`src/rtl/segre_ex_stage_if.sv`:
```
// Shared opcode/memop types and the ID/EX -> EX/MEM bundle interface for the Segre execute stage.
// The slave side is the execute stage; the master side is whoever drives the ID/EX bundle.
package segre_pkg;
    typedef enum logic [4:0] {
        ALU_ADD, ALU_SUB, ALU_AND, ALU_OR, ALU_XOR,
        ALU_SLL, ALU_SRL, ALU_SRA, ALU_SLT, ALU_SLTU, ALU_LUI,
        ALU_BEQ, ALU_BNE, ALU_BLT, ALU_BGE, ALU_BLTU, ALU_BGEU,
        ALU_JAL, ALU_JALR
    } alu_opcode_e;

    typedef enum logic [1:0] {
        MEMOP_BYTE, MEMOP_HALF, MEMOP_WORD
    } memop_data_type_e;
endpackage

interface segre_ex_stage_if #(
    parameter int WORD_SIZE = 32,
    parameter int ADDR_SIZE = 32,
    parameter int REG_SIZE  = 5
);
    logic                        valid_ex_i;
    segre_pkg::alu_opcode_e      alu_opcode_i;
    logic [WORD_SIZE-1:0]        alu_src_a_i;
    logic [WORD_SIZE-1:0]        alu_src_b_i;
    logic [WORD_SIZE-1:0]        br_src_a_i;
    logic [WORD_SIZE-1:0]        br_src_b_i;
    logic                        rf_we_i;
    logic [REG_SIZE-1:0]         rf_waddr_i;
    segre_pkg::memop_data_type_e memop_type_i;
    logic                        memop_sign_ext_i;
    logic                        memop_rd_i;
    logic                        memop_wr_i;
    logic [WORD_SIZE-1:0]        memop_rf_data_i;
    logic                        is_jaljalr_i;
    logic [ADDR_SIZE-1:0]        seq_new_pc_i;
    logic                        block_ex_i;
    logic                        inject_nops_i;

    logic [WORD_SIZE-1:0]        alu_res_o;
    logic                        rf_we_o;
    logic [REG_SIZE-1:0]         rf_waddr_o;
    segre_pkg::memop_data_type_e memop_type_o;
    logic                        memop_sign_ext_o;
    logic                        memop_rd_o;
    logic                        memop_wr_o;
    logic [WORD_SIZE-1:0]        memop_rf_data_o;
    logic                        tkn_br_o;
    logic [ADDR_SIZE-1:0]        new_pc_o;
    logic                        valid_mem_o;

    modport slave (
        input  valid_ex_i, alu_opcode_i, alu_src_a_i, alu_src_b_i, br_src_a_i, br_src_b_i,
               rf_we_i, rf_waddr_i, memop_type_i, memop_sign_ext_i, memop_rd_i, memop_wr_i,
               memop_rf_data_i, is_jaljalr_i, seq_new_pc_i, block_ex_i, inject_nops_i,
        output alu_res_o, rf_we_o, rf_waddr_o, memop_type_o, memop_sign_ext_o, memop_rd_o,
               memop_wr_o, memop_rf_data_o, tkn_br_o, new_pc_o, valid_mem_o
    );

    modport master (
        output valid_ex_i, alu_opcode_i, alu_src_a_i, alu_src_b_i, br_src_a_i, br_src_b_i,
               rf_we_i, rf_waddr_i, memop_type_i, memop_sign_ext_i, memop_rd_i, memop_wr_i,
               memop_rf_data_i, is_jaljalr_i, seq_new_pc_i, block_ex_i, inject_nops_i,
        input  alu_res_o, rf_we_o, rf_waddr_o, memop_type_o, memop_sign_ext_o, memop_rd_o,
               memop_wr_o, memop_rf_data_o, tkn_br_o, new_pc_o, valid_mem_o
    );
endinterface

```
`src/rtl/segre_ex_stage.sv`:
```
// Segre execute stage: ALU, branch/jump resolution and the EX/MEM register, including the
// one-cycle redirect pulse and the self-squash of the instruction trailing a taken branch.
module segre_ex_stage
    import segre_pkg::*;
#(
    parameter int WORD_SIZE = 32,
    parameter int ADDR_SIZE = 32
) (
    input logic             clk_i,
    input logic             rsn_i,
    segre_ex_stage_if.slave ex
);
    logic signed [WORD_SIZE-1:0] a_s;
    logic signed [WORD_SIZE-1:0] b_s;
    logic signed [WORD_SIZE-1:0] bra_s;
    logic signed [WORD_SIZE-1:0] brb_s;
    logic [WORD_SIZE-1:0]        sum;
    logic [WORD_SIZE-1:0]        alu_out;
    logic [WORD_SIZE-1:0]        res;
    logic [ADDR_SIZE-1:0]        target;
    logic [4:0]                  shamt;
    logic                        taken;
    logic                        is_branch;
    logic                        squash_q;

    assign a_s   = ex.alu_src_a_i;
    assign b_s   = ex.alu_src_b_i;
    assign bra_s = ex.br_src_a_i;
    assign brb_s = ex.br_src_b_i;
    assign sum   = ex.alu_src_a_i + ex.alu_src_b_i;
    assign shamt = ex.alu_src_b_i[4:0];

    always_comb begin
        alu_out   = sum;
        taken     = 1'b0;
        is_branch = 1'b0;
        case (ex.alu_opcode_i)
            ALU_ADD:  alu_out = sum;
            ALU_SUB:  alu_out = ex.alu_src_a_i - ex.alu_src_b_i;
            ALU_AND:  alu_out = ex.alu_src_a_i & ex.alu_src_b_i;
            ALU_OR:   alu_out = ex.alu_src_a_i | ex.alu_src_b_i;
            ALU_XOR:  alu_out = ex.alu_src_a_i ^ ex.alu_src_b_i;
            ALU_SLL:  alu_out = ex.alu_src_a_i << shamt;
            ALU_SRL:  alu_out = ex.alu_src_a_i >> shamt;
            ALU_SRA:  alu_out = a_s >>> shamt;
            ALU_SLT:  alu_out = WORD_SIZE'(a_s < b_s);
            ALU_SLTU: alu_out = WORD_SIZE'(ex.alu_src_a_i < ex.alu_src_b_i);
            ALU_LUI:  alu_out = ex.alu_src_b_i;
            ALU_BEQ:  begin is_branch = 1'b1; taken = (ex.br_src_a_i == ex.br_src_b_i); end
            ALU_BNE:  begin is_branch = 1'b1; taken = (ex.br_src_a_i != ex.br_src_b_i); end
            ALU_BLT:  begin is_branch = 1'b1; taken = (bra_s < brb_s); end
            ALU_BGE:  begin is_branch = 1'b1; taken = (bra_s >= brb_s); end
            ALU_BLTU: begin is_branch = 1'b1; taken = (ex.br_src_a_i < ex.br_src_b_i); end
            ALU_BGEU: begin is_branch = 1'b1; taken = (ex.br_src_a_i >= ex.br_src_b_i); end
            ALU_JAL:  taken = 1'b1;
            ALU_JALR: taken = 1'b1;
            default:  alu_out = sum;
        endcase
    end

    // Jumps return the link value; JALR targets are forced halfword aligned
    assign res    = ex.is_jaljalr_i ? WORD_SIZE'(ex.seq_new_pc_i) : alu_out;
    assign target = (ex.alu_opcode_i == ALU_JALR) ? {sum[ADDR_SIZE-1:1], 1'b0}
                                                  : sum[ADDR_SIZE-1:0];

    // ---- EX/MEM register boundary ----
    always_ff @(posedge clk_i or negedge rsn_i) begin
        if (!rsn_i) begin
            ex.alu_res_o        <= '0;
            ex.rf_we_o          <= 1'b0;
            ex.rf_waddr_o       <= '0;
            ex.memop_type_o     <= MEMOP_BYTE;
            ex.memop_sign_ext_o <= 1'b0;
            ex.memop_rd_o       <= 1'b0;
            ex.memop_wr_o       <= 1'b0;
            ex.memop_rf_data_o  <= '0;
            ex.tkn_br_o         <= 1'b0;
            ex.new_pc_o         <= '0;
            ex.valid_mem_o      <= 1'b0;
            squash_q            <= 1'b0;
        end else if (ex.block_ex_i) begin
            // Held contents stay, but the redirect must not repeat
            ex.tkn_br_o <= 1'b0;
        end else if (ex.inject_nops_i || squash_q || !ex.valid_ex_i) begin
            ex.valid_mem_o <= 1'b0;
            ex.rf_we_o     <= 1'b0;
            ex.memop_rd_o  <= 1'b0;
            ex.memop_wr_o  <= 1'b0;
            ex.tkn_br_o    <= 1'b0;
            squash_q       <= 1'b0;
        end else begin
            ex.alu_res_o        <= res;
            ex.rf_we_o          <= ex.rf_we_i & ~is_branch;
            ex.rf_waddr_o       <= ex.rf_waddr_i;
            ex.memop_type_o     <= ex.memop_type_i;
            ex.memop_sign_ext_o <= ex.memop_sign_ext_i;
            ex.memop_rd_o       <= ex.memop_rd_i;
            ex.memop_wr_o       <= ex.memop_wr_i;
            ex.memop_rf_data_o  <= ex.memop_rf_data_i;
            ex.tkn_br_o         <= taken;
            ex.new_pc_o         <= target;
            ex.valid_mem_o      <= 1'b1;
            squash_q            <= taken;
        end
    end
endmodule

```
`src/flat_wrapper.sv`:
```
// flat-port wrapper written by rule: the top's interface ports become plain ports
module segre_ex_stage_flat import segre_pkg::*;
#(
    parameter int WORD_SIZE = 32,
    parameter int ADDR_SIZE = 32
)
  (clk_i, rsn_i, ex_valid_ex_i, ex_alu_opcode_i, ex_alu_src_a_i, ex_alu_src_b_i, ex_br_src_a_i, ex_br_src_b_i, ex_rf_we_i, ex_rf_waddr_i, ex_memop_type_i, ex_memop_sign_ext_i, ex_memop_rd_i, ex_memop_wr_i, ex_memop_rf_data_i, ex_is_jaljalr_i, ex_seq_new_pc_i, ex_block_ex_i, ex_inject_nops_i, ex_alu_res_o, ex_rf_we_o, ex_rf_waddr_o, ex_memop_type_o, ex_memop_sign_ext_o, ex_memop_rd_o, ex_memop_wr_o, ex_memop_rf_data_o, ex_tkn_br_o, ex_new_pc_o, ex_valid_mem_o);
  segre_ex_stage_if #(.WORD_SIZE(WORD_SIZE), .ADDR_SIZE(ADDR_SIZE)) ex_i ();
  input logic clk_i;
  input logic rsn_i;
  input wire logic [$bits(ex_i.valid_ex_i)-1:0] ex_valid_ex_i;
  input wire logic [$bits(ex_i.alu_opcode_i)-1:0] ex_alu_opcode_i;
  input wire logic [$bits(ex_i.alu_src_a_i)-1:0] ex_alu_src_a_i;
  input wire logic [$bits(ex_i.alu_src_b_i)-1:0] ex_alu_src_b_i;
  input wire logic [$bits(ex_i.br_src_a_i)-1:0] ex_br_src_a_i;
  input wire logic [$bits(ex_i.br_src_b_i)-1:0] ex_br_src_b_i;
  input wire logic [$bits(ex_i.rf_we_i)-1:0] ex_rf_we_i;
  input wire logic [$bits(ex_i.rf_waddr_i)-1:0] ex_rf_waddr_i;
  input wire logic [$bits(ex_i.memop_type_i)-1:0] ex_memop_type_i;
  input wire logic [$bits(ex_i.memop_sign_ext_i)-1:0] ex_memop_sign_ext_i;
  input wire logic [$bits(ex_i.memop_rd_i)-1:0] ex_memop_rd_i;
  input wire logic [$bits(ex_i.memop_wr_i)-1:0] ex_memop_wr_i;
  input wire logic [$bits(ex_i.memop_rf_data_i)-1:0] ex_memop_rf_data_i;
  input wire logic [$bits(ex_i.is_jaljalr_i)-1:0] ex_is_jaljalr_i;
  input wire logic [$bits(ex_i.seq_new_pc_i)-1:0] ex_seq_new_pc_i;
  input wire logic [$bits(ex_i.block_ex_i)-1:0] ex_block_ex_i;
  input wire logic [$bits(ex_i.inject_nops_i)-1:0] ex_inject_nops_i;
  output wire logic [$bits(ex_i.alu_res_o)-1:0] ex_alu_res_o;
  output wire logic [$bits(ex_i.rf_we_o)-1:0] ex_rf_we_o;
  output wire logic [$bits(ex_i.rf_waddr_o)-1:0] ex_rf_waddr_o;
  output wire logic [$bits(ex_i.memop_type_o)-1:0] ex_memop_type_o;
  output wire logic [$bits(ex_i.memop_sign_ext_o)-1:0] ex_memop_sign_ext_o;
  output wire logic [$bits(ex_i.memop_rd_o)-1:0] ex_memop_rd_o;
  output wire logic [$bits(ex_i.memop_wr_o)-1:0] ex_memop_wr_o;
  output wire logic [$bits(ex_i.memop_rf_data_o)-1:0] ex_memop_rf_data_o;
  output wire logic [$bits(ex_i.tkn_br_o)-1:0] ex_tkn_br_o;
  output wire logic [$bits(ex_i.new_pc_o)-1:0] ex_new_pc_o;
  output wire logic [$bits(ex_i.valid_mem_o)-1:0] ex_valid_mem_o;
  assign ex_i.valid_ex_i = ex_valid_ex_i;
  assign ex_i.alu_opcode_i = ex_alu_opcode_i;
  assign ex_i.alu_src_a_i = ex_alu_src_a_i;
  assign ex_i.alu_src_b_i = ex_alu_src_b_i;
  assign ex_i.br_src_a_i = ex_br_src_a_i;
  assign ex_i.br_src_b_i = ex_br_src_b_i;
  assign ex_i.rf_we_i = ex_rf_we_i;
  assign ex_i.rf_waddr_i = ex_rf_waddr_i;
  assign ex_i.memop_type_i = ex_memop_type_i;
  assign ex_i.memop_sign_ext_i = ex_memop_sign_ext_i;
  assign ex_i.memop_rd_i = ex_memop_rd_i;
  assign ex_i.memop_wr_i = ex_memop_wr_i;
  assign ex_i.memop_rf_data_i = ex_memop_rf_data_i;
  assign ex_i.is_jaljalr_i = ex_is_jaljalr_i;
  assign ex_i.seq_new_pc_i = ex_seq_new_pc_i;
  assign ex_i.block_ex_i = ex_block_ex_i;
  assign ex_i.inject_nops_i = ex_inject_nops_i;
  assign ex_alu_res_o = ex_i.alu_res_o;
  assign ex_rf_we_o = ex_i.rf_we_o;
  assign ex_rf_waddr_o = ex_i.rf_waddr_o;
  assign ex_memop_type_o = ex_i.memop_type_o;
  assign ex_memop_sign_ext_o = ex_i.memop_sign_ext_o;
  assign ex_memop_rd_o = ex_i.memop_rd_o;
  assign ex_memop_wr_o = ex_i.memop_wr_o;
  assign ex_memop_rf_data_o = ex_i.memop_rf_data_o;
  assign ex_tkn_br_o = ex_i.tkn_br_o;
  assign ex_new_pc_o = ex_i.new_pc_o;
  assign ex_valid_mem_o = ex_i.valid_mem_o;
  segre_ex_stage #(.WORD_SIZE(WORD_SIZE), .ADDR_SIZE(ADDR_SIZE)) u_core (.clk_i(clk_i), .rsn_i(rsn_i), .ex(ex_i));
endmodule
```
`config.mk`:
```
export PLATFORM = sky130hd
export DESIGN_NAME = segre_ex_stage_flat
export DESIGN_NICKNAME = d
export VERILOG_FILES = /design/src/rtl/segre_ex_stage_if.sv /design/src/rtl/segre_ex_stage.sv /design/src/flat_wrapper.sv
export SDC_FILE = /design/constraint.sdc
export NUM_CORES = 1
export LEC_CHECK = 0
export ABC_AREA = 1
export ABC_CLOCK_PERIOD_IN_PS = 3600
export BUFFER_PORTS_ARGS = -buffer_cell sky130_fd_sc_hd__buf_2
export CAP_MARGIN = 15
export CORE_MARGIN = 4
export CORE_UTILIZATION = 40
export CTS_CLUSTER_SIZE = 10
export DETAILED_ROUTE_END_ITERATION = 8
export GPL_ROUTABILITY_DRIVEN = 0
export PLACE_DENSITY = 0.68
export SYNTH_ARGS = -nofsm -noshare
export SYNTH_HDL_FRONTEND = slang
export SYNTH_SLANG_ARGS = --single-unit
```
`constraint.sdc`:
```
create_clock -name clk_i -period 3.6 [get_ports clk_i]
set_input_delay 0.36 -clock clk_i [delete_from_list [all_inputs] [get_ports clk_i]]
set_output_delay 0.36 -clock clk_i [all_outputs]
set_load 0.02 [all_outputs]
```
Yosys cells after proc, flatten, opt, wreduce, memory -nomap -nowiden
Cells that the tools add are included.
{ "word_totals": {"latchBits": 0, "mem_count": 0, "out_inout_bits": 109, "elab_cells": 67, "romBits": 0, "in_bits": 214, "ramBits": 0, "register_bits": 110} }
{ "classes": {"add_sub_neg": 2, "shift": 3, "bitwise_logic": 7, "n_reduce_logical": 6, "muxes": 11, "div_mod_pow": 0, "magnitude_cmp": 6, "multipliers": 0, "eq_ne": 20} }
{ "ops": {"columns": ["operator", "count"], "rows": [
  ["case mux 32 bit (10 select lines)", 1],
  ["less-than comparator 32 bit", 4],
  [">= comparator 32 bit", 2],
  ["equality test 5 x 4 -> 1 bit (second input constant)", 8],
  ["adder 32 bit", 1],
  ["AND 32 bit", 1],
  ["equality test 32 bit", 1],
  ["2-to-1 mux 32 bit", 1],
  ["!= test 32 bit", 1],
  ["bitwise OR 32 bit", 1],
  ["left shift 32 x 5 -> 32 bit", 1],
  [">> shifter 32 x 5 -> 32 bit", 1],
  [">>> shifter 32 x 5 -> 32 bit", 1],
  ["subtractor 32 bit", 1],
  ["XOR 32 bit", 1],
  ["equality test 5 x 3 -> 1 bit (second input constant)", 4],
  ["equality test 5 bit (second input constant)", 3],
  ["equality test 5 x 2 -> 1 bit (second input constant)", 2],
  ["2-to-1 mux 1 bit", 8],
  ["case mux 1 bit (7 select lines)", 1],
  ["OR reduction 6 bit", 1],
  ["equality test 5 x 1 -> 1 bit (second input constant)", 1],
  ["inverter 1 bit", 3],
  ["logical OR 1 bit", 2],
  ["4 further kinds", 4]
]} }

Logic depth before layout (Yosys ltp)
Gate-level depths: netlist of run 1.
{ "depth": {"word_depth": 6, "mapped_depth": 21, "ltp_nobuf": 20} }

Worst setup path after synthesis of run 1
OpenSTA, ideal clock, no wires.
{ "synth_path": {"kind": "input-to-reg", "start": "input ex_alu_src_b_i[2]", "end": "register u_core.ex.alu_res_o[0]", "path_slack_ns": 0.989, "stages": 21, "t_required_ns": 3.484, "path_buffers": 3, "setup_time_ns": 0.116, "arrival_time_ns": 2.495, "path_cell_list": "buf_2 -> inv_1 -> buf_2 -> buf_1 -> ha_1 -> inv_1 -> nand2_1 -> nand3_1 -> nand3b_1 -> nand2_1 -> nand2_1 -> nand2_1 -> nand2_1 -> nand2_1 -> nor2_1 -> nor2_1 -> nand2_1 -> nand2_1 -> nand2_1 -> nand2_1 -> nand2_1"} }
{ "synth_via": {"elab_chain_len": 3, "elab_cells_between_ends": 7, "classes_between": "order compare: 2; shift: 3; mux: 2"} }
{ "synth_lines": {"columns": ["item", "line", "text"], "rows": [
  ["start, declared", "flat_wrapper.sv:14", "input wire logic [$bits(ex_i.alu_src_b_i)-1:0] ex_alu_src_b_i;"],
  ["less-than comparator 32 bit, or another cell as far along", "segre_ex_stage.sv:47", "ALU_SLTU: alu_out = WORD_SIZE'(ex.alu_src_a_i < ex.alu_src_b_i);"],
  ["case mux 32 bit (10 select lines) (*)", "segre_ex_stage.sv:37", "case (ex.alu_opcode_i)"],
  ["2-to-1 mux 32 bit (*)", "segre_ex_stage.sv:62", "assign res = ex.is_jaljalr_i ? WORD_SIZE'(ex.seq_new_pc_i) : alu_out;"],
  ["end signal, assigned", "segre_ex_stage.sv:92", "ex.alu_res_o <= res;"],
  ["end, declared", "segre_ex_stage_if.sv:55", "output alu_res_o, rf_we_o, rf_waddr_o, memop_type_o, memop_sign_ext_o, memop_rd_o,"]
]} }
Mark *: on every way between the ends. The rest lies on a longest branch, timed or not.
A chain may end at the register's enable or synchronous reset.

Worst setup path after layout of run 1
{ "layout_path": {"start": "input ex_alu_src_a_i[26]", "end": "register u_core.ex.alu_res_o[31]"} }
{ "layout_via": {"elab_chain_len": 3, "elab_cells_between_ends": 7, "classes_between": "add/sub: 2; shift: 3; mux: 2"} }
{ "layout_lines": {"columns": ["item", "line", "text"], "rows": [
  ["start, declared", "flat_wrapper.sv:13", "input wire logic [$bits(ex_i.alu_src_a_i)-1:0] ex_alu_src_a_i;"],
  ["adder 32 bit, or another cell as far along", "segre_ex_stage.sv:30", "assign sum = ex.alu_src_a_i + ex.alu_src_b_i;"],
  ["case mux 32 bit (10 select lines) (*)", "segre_ex_stage.sv:37", null],
  ["2-to-1 mux 32 bit (*)", "segre_ex_stage.sv:62", null]
]} }
Marks and branches as above.

==> results_dict.tcl, run 1 <==
set metrics [dict create \
    drtIter0Drc 2988 \
    worst-endpoint-arrival_ns 3.24 \
    cts_sinks 110 \
    synth_area_per_cell_um2 5.59 \
    path_class "input port to flop" \
    hold_buffers 0 \
    maxSlewViolCount 0 \
    max_slew_margin_pct 36.2 \
    setup_viol 0 \
    rr_worst_depth 6 \
    finalHoldViolCount 0 \
    cp_max_fo 6 \
    ff2ff_setup_slack_ns 0.91 \
    grt_setup_unrepaired "false" \
    antenna_found_initial 4 \
    violations "design-rule violations" \
    ys_seq_elements 110 \
    crit_path_start_kind "input port" \
    dieHeight_um 204 \
    worstMarginPinSlew_ns 0.957 \
    utilization_pct 46.9 \
    crit_slowest_cell "a21oi_1" \
    power_density_nw_per_um2 315 \
    clock_latency_ns 0.37 \
    power_switching_mw 2.78 \
    postSynthCellCount 2763 \
    post_cts_resized 0 \
    r2r_end "u_core.ex.new_pc_o[19]" \
    cap_violations 0 \
    period_share_pct 83.0 \
    clockPowerShare_pct 19.8 \
    nets 3358 \
    swShare_pct 49.6 \
    dr.pass1.iters 9 \
    yosysSeqAreaShare_pct 17.8 \
    cts-root-buf "clkbuf_16" \
    hold_ws_ns 0.0926 \
    dieArea_um2 41800 \
    cp_common_cell "nand2_1" \
    post_cts_buffers 0 \
    syn_nets 3108 \
    grt_pass1_vias 19400 \
    crit_path_start "ex_alu_src_a_i[26]" \
    endpoint_kind "flop" \
    ioPinCount 323 \
    io_buffers 322 \
    route.detailed.drc 37 \
    status "complete, but fails checks" \
    cp-endpoint "u_core.ex.alu_res_o[31]" \
    start_util_pct 40.8 \
    grt_pass1_wl_um 111000 \
    leakage_nw 10.0 \
    row_count 71 \
    syn-cell-area_um2 15400 \
    syn_to_final_growth_pct 15.0 \
    fin_tns_setup_ns 0 \
    cp_slowest_stage_delay_ns 0.62 \
    vias 20700 \
    die_w_um 204 \
    clkTransAtPathRegs_ns 0.08 \
    synthDistinctLibCells 51 \
    max_freq_mhz 335 \
    ir_worst_vdd_v 0.000225 \
    yosysWarnings 0 \
    final_cell_mix "993 x nand2_1, 379 x nand3_1, 321 x buf_2" \
    overflow 0 \
    final_common_cell "nand2_1" \
    critical_path.cell_chain "buf_2 > inv_1 > ha_1 > inv_1 > o21ai_0 > o21ai_0 > nand2_1 > a21oi_1 > nand3_1 > nand3_1 > nand4_1 > nand2_1 > nand2_1" \
    dp_hpwl_um 61000 \
    crit_required_ns 3.85 \
    routed_wl_um 75200 \
    p_comb_share_pct 51.4 \
    regToRegStartpoint "u_core.squash_q" \
    fin_crit_ns 2.99 \
    clock_skew_ns 0.0134 \
    grtUsageTotal_pct 34.1 \
    cts_made_buffers 9 \
    htreeDepth 3 \
    coreArea_um2 37800 \
    internal_power_mw 2.82 \
    hold_path_class "input port to asynchronous set/reset pin" \
    cts_tree "built" \
    grt_max_degree 76 \
    final_layout_size_suffix_gt1_share_pct 13.6 \
    ant_nets 0 \
    wl_per_cell_um 21.3 \
    cts_buffer_depth 2 \
    p_seq_share_pct 28.9 \
    routed_via_density 5.87 \
]
-- area by class of cell --
type,instances,area (µm²)
diodes,1,2.50
clock buffers,9,225
clock inverters,7,97.6
fillers,4106,20100
inverters,312,1170
multi-input cells,2220,11000
flip-flops and latches,110,2750
well taps,511,639
repair buffers,360,1910
-- cell families (layout without fill, tap and decap cells) --
logic type / count (synthesis) / in the layout / share of synthesized area (%)
AOI/OAI and AO/OA: 335 / 335 / 12.1
xor gates and xnor gates: 12 / 12 / 0.681
adders and majority gates: 131 / 131 / 10.7
buffers and inverters: 433 / 688 / 11.3
DFF: 110 / 110 / 17.8
other: 0 / 1 / 0
and+or+nand+nor: 1742 / 1742 / 47.3
-- critical path, delay by kind of cell --
kind | cells | cell delay [ns]
compound gates | 3 | 1.19
fa+ha+maj | 1 | 0.40
buf+inv | 3 | 0.53
simple gates | 6 | 0.75
-- flip-flops by register name (all words and copies together) (netlist names) --
register	cells
u_core.ex.alu_res_o	32
u_core.ex.memop_rd_o	1
u_core.ex.memop_rf_data_o	32
u_core.ex.memop_sign_ext_o	1
u_core.ex.memop_type_o	2
u_core.ex.memop_wr_o	1
u_core.ex.new_pc_o	32
u_core.ex.rf_waddr_o	5
u_core.ex.rf_we_o	1
u_core.ex.tkn_br_o	1
u_core.ex.valid_mem_o	1
u_core.squash_q	1
-- layer usage --
metal | part of all wire (%) | global-route usage [%]
met1 | 36 | 40.4
met2 | 41 | 51.8
met3 | 15 | 11.7
met4 | 9.0 | 23.4
met5 | 0.028 | 0
-- cell usage after synthesis, drive strengths merged --
cell / count / share of area (%)
o21ai: 123 / 4.0
o21bai: 10 / 0.49
a22o: 2 / 0.11
a21boi: 2 / 0.097
nand3b: 5 / 0.24
o22ai: 20 / 0.81
inv: 309 / 7.5
nor4: 10 / 0.45
nand2: 998 / 24
dfrtp: 110 / 18
or2: 11 / 0.45
clkinv: 3 / 0.073
fa: 2 / 0.26
a211oi: 2 / 0.097
xor2: 12 / 0.68
o211ai: 19 / 0.92
buf: 74 / 2.5
nand3: 381 / 12
a311oi: 1 / 0.057
nand4: 37 / 1.5
nor3: 22 / 0.75
and2: 12 / 0.49
a31oi: 19 / 0.77
nor2: 263 / 6.6
ha: 129 / 10
o221ai: 2 / 0.11
and3: 3 / 0.12
o31ai: 1 / 0.049
a221oi: 1 / 0.057
clkbuf: 47 / 1.2
a21oi: 123 / 4.0
a21o: 4 / 0.19
a32o: 1 / 0.065
o2111ai: 5 / 0.28
-- stage by stage --
stage	std cells	area, µm²	worst slack [ns]	power (mW)
final	3530	17800	0.613	5.59
after global placement	3513	17400	0.626	4.37
after CTS	3529	17800	0.914	5.51
after global routing	3530	17800	0.557	5.88
after floorplan	2763	15400	0.989	3.28
after detailed placement	3513	17400	0.630	4.40
-- worst min path at each step --
stage / to / slack, ns / cells after the start
4_1_cts: u_core.ex.new_pc_o[25] / 0.13 / 1
3_3_place_gp: u_core.ex.memop_rf_data_o[2] / 0.46 / 2
5_1_grt: u_core.ex.new_pc_o[29] / 0.17 / 1
6_report: u_core.ex.new_pc_o[25] / 0.09 / 1
3_5_place_dp: u_core.ex.memop_rf_data_o[2] / 0.46 / 2
2_1_floorplan: u_core.ex.alu_res_o[0] / 0.06 / 0
-- power groups by stage --
stage / clock network [mW] / registers (mW) / logic [mW]
3_5_place_dp: 0 / 1.64 / 2.76
6_report: 1.11 / 1.62 / 2.87
5_1_grt: 1.16 / 1.64 / 3.08
3_3_place_gp: 0 / 1.63 / 2.74
4_1_cts: 1.12 / 1.61 / 2.77
2_1_floorplan: 0 / 1.89 / 1.39
Note: power is estimated with default switching activity, not from simulation.
==> run 2, diff against run 1 <==
--- a/config.mk
+++ b/config.mk
@@ -6,7 +6,7 @@
 export NUM_CORES = 1
 export LEC_CHECK = 0
 export ABC_AREA = 1
-export ABC_CLOCK_PERIOD_IN_PS = 3600
+export ABC_CLOCK_PERIOD_IN_PS = 2570
 export BUFFER_PORTS_ARGS = -buffer_cell sky130_fd_sc_hd__buf_2
 export CAP_MARGIN = 15
 export CORE_MARGIN = 4
@@ -14,7 +14,7 @@
 export CTS_CLUSTER_SIZE = 10
 export DETAILED_ROUTE_END_ITERATION = 8
 export GPL_ROUTABILITY_DRIVEN = 0
-export PLACE_DENSITY = 0.68
+export PLACE_DENSITY = 0.71
 export SYNTH_ARGS = -nofsm -noshare
 export SYNTH_HDL_FRONTEND = slang
 export SYNTH_SLANG_ARGS = --single-unit
==> constraint.sdc (replaced) <==
create_clock -name clk_i -period 2.57 [get_ports clk_i]
set_input_delay 0.257 -clock clk_i [delete_from_list [all_inputs] [get_ports clk_i]]
set_output_delay 0.257 -clock clk_i [all_outputs]
set_load 0.02 [all_outputs]
==> results_dict.tcl, run 2 (same netlist as run 1, synthesis figures left out) <==
set metrics [dict create \
    setup_viol 0 \
    io_buffers 322 \
    leakage_nw 11.0 \
    dr.pass1.iters 9 \
    wl_per_cell_um 19.7 \
    final_layout_size_suffix_gt1_share_pct 19.1 \
    cp_max_fo 9 \
    finalHoldViolCount 0 \
    period_share_pct 95.9 \
    placed_area_um2 19100 \
    row_count 71 \
    clkTransAtPathRegs_ns 0.09 \
    routed_wl_um 73500 \
    crit_required_ns 2.81 \
    cts_buffer_depth 2 \
    regToRegStartpoint "u_core.squash_q" \
    min-delay-start "ex_memop_rf_data_i[1]" \
    worst-endpoint-arrival_ns 2.71 \
    routed.top_layer "met5" \
    ant_nets 0 \
    coreArea_um2 37800 \
    vias 21000 \
    path_class "input port to flop" \
    route.detailed.drc 0 \
    fin_ws_ns 0.105 \
    hold_depth 3 \
    ioPinCount 323 \
    worstMarginPinSlew_ns 0.660 \
    status "finished clean" \
    post-place-ws_ns -0.0959 \
    route.met2.wl_um 31700 \
    grt_pass1_wl_um 108000 \
    crit_path_start_kind "input port" \
    route.met3.wl_um 9730 \
    max_slew_margin_pct 56.0 \
    rr_worst_depth 6 \
    n_fill_cell 3955 \
    start_util_pct 40.8 \
    max_freq_mhz 406 \
    clock_latency_ns 0.36 \
    fin_crit_ns 2.47 \
    overflow 0 \
    syn_to_final_growth_pct 26.0 \
    final_common_cell "nand2_1" \
    dieArea_um2 41800 \
    endpoint_kind "flop" \
    design_area_um2 19400 \
    cts-root-buf "clkbuf_16" \
    antenna_found_initial 6 \
    final_cell_mix "992 x nand2_1, 379 x nand3_1, 321 x buf_2" \
    grt_max_degree 128 \
    power_density_nw_per_um2 417 \
    utilization_pct 51.4 \
    hold_path_class "input port to flop" \
    cap_violations 0 \
    grtUsageTotal_pct 33.3 \
    die_w_um 204 \
    drtIter0Drc 3120 \
    drt-met1-wl_um 26800 \
    dp_hpwl_um 60500 \
    maxSlewViolCount 0 \
    hold_ws_ns 0.0795 \
    ir_worst_vdd_v 0.000331 \
    cts_tree "built" \
    clock_skew_ns 0.0130 \
    crit_path_start "ex_alu_src_b_i[21]" \
    cts_sinks 110 \
    reg_top3 "u_core.ex.alu_res_o x32, u_core.ex.memop_rf_data_o x32, u_core.ex.new_pc_o x32" \
    grt_setup_unrepaired "false" \
    cts_made_buffers 9 \
    grt_pass1_vias 19200 \
    htreeDepth 3 \
    nets 3562 \
    routed_via_density 5.62 \
    dieHeight_um 204 \
]
==> run 2: metrics by stage <==
step | total power, mW | std cells | TNS, ns
detailed placement | 6.54 | 3716 | -0.215
CTS | 8.00 | 3733 | 0
finish | 8.11 | 3736 | 0
global placement | 6.51 | 3716 | -0.0690
floorplan | 4.60 | 2763 | 0
global route | 8.55 | 3736 | 0
==> run 2: final timing paths <==
kind / endpoint / slack (ns)
max reg2reg: u_core.ex.new_pc_o[17] / 0.85
min: u_core.ex.memop_rf_data_o[1] / 0.08
min in group asynchronous: u_core.ex.alu_res_o[1] / 0.47
max in group asynchronous: u_core.ex.memop_rf_data_o[5] / 1.33
max: u_core.ex.alu_res_o[22] / 0.10
min reg2reg: u_core.ex.new_pc_o[31] / 0.48
==> run 2: layer usage <==
metal	vias up	global-route usage [%]
met5	-	0
met2	1468	52.8
met3	308	7.71
met4	2	19.0
li1	9823	-
met1	9381	41.7
==> run 2: timing repair <==
action                                  4_1_cts  5_1_grt
endpoints found under the hold margin        42        0
hold buffers                                  1        0
endpoints found under the setup margin        0        1
buffers inserted                              0        0
resized for setup                             0        1
==> run 2: final cells by class <==
type / instances / area (µm²) / area share, %
Clock buffer: 9 / 225 / 1.16
Multi-Input combinational cell: 2220 / 11000 / 56.3
Sequential cell: 110 / 2750 / 14.2
Tap cell: 511 / 639 / 3.29
Timing Repair Buffer: 564 / 3600 / 18.5
Antenna cell: 3 / 7.51 / 0.0386
Clock inverter: 7 / 93.8 / 0.483
Inverter: 312 / 1170 / 6.04
==> run 2: report_power, final <==
part | leakage (nW) | internal (mW) | switching (mW)
Combinational | 9.54 | 1.52 | 2.90
Sequential | 1.35 | 2.05 | 0.187
Clock | 0.154 | 0.709 | 0.740
Total | 11.0 | 4.28 | 3.83
==> run 2: worst max-delay path, cell delays in order <==
cell and delay, ns:
buf_2 0.15, inv_1 0.08, ha_1 0.61, inv_1 0.21, nand2_1 0.16, o21bai_1 0.12
a21oi_1 0.33, nand4_1 0.15, nand3_1 0.12, nand3_1 0.19, nand2_1 0.14, nand2_1 0.06
nand2_1 0.07, nand2_1 0.06
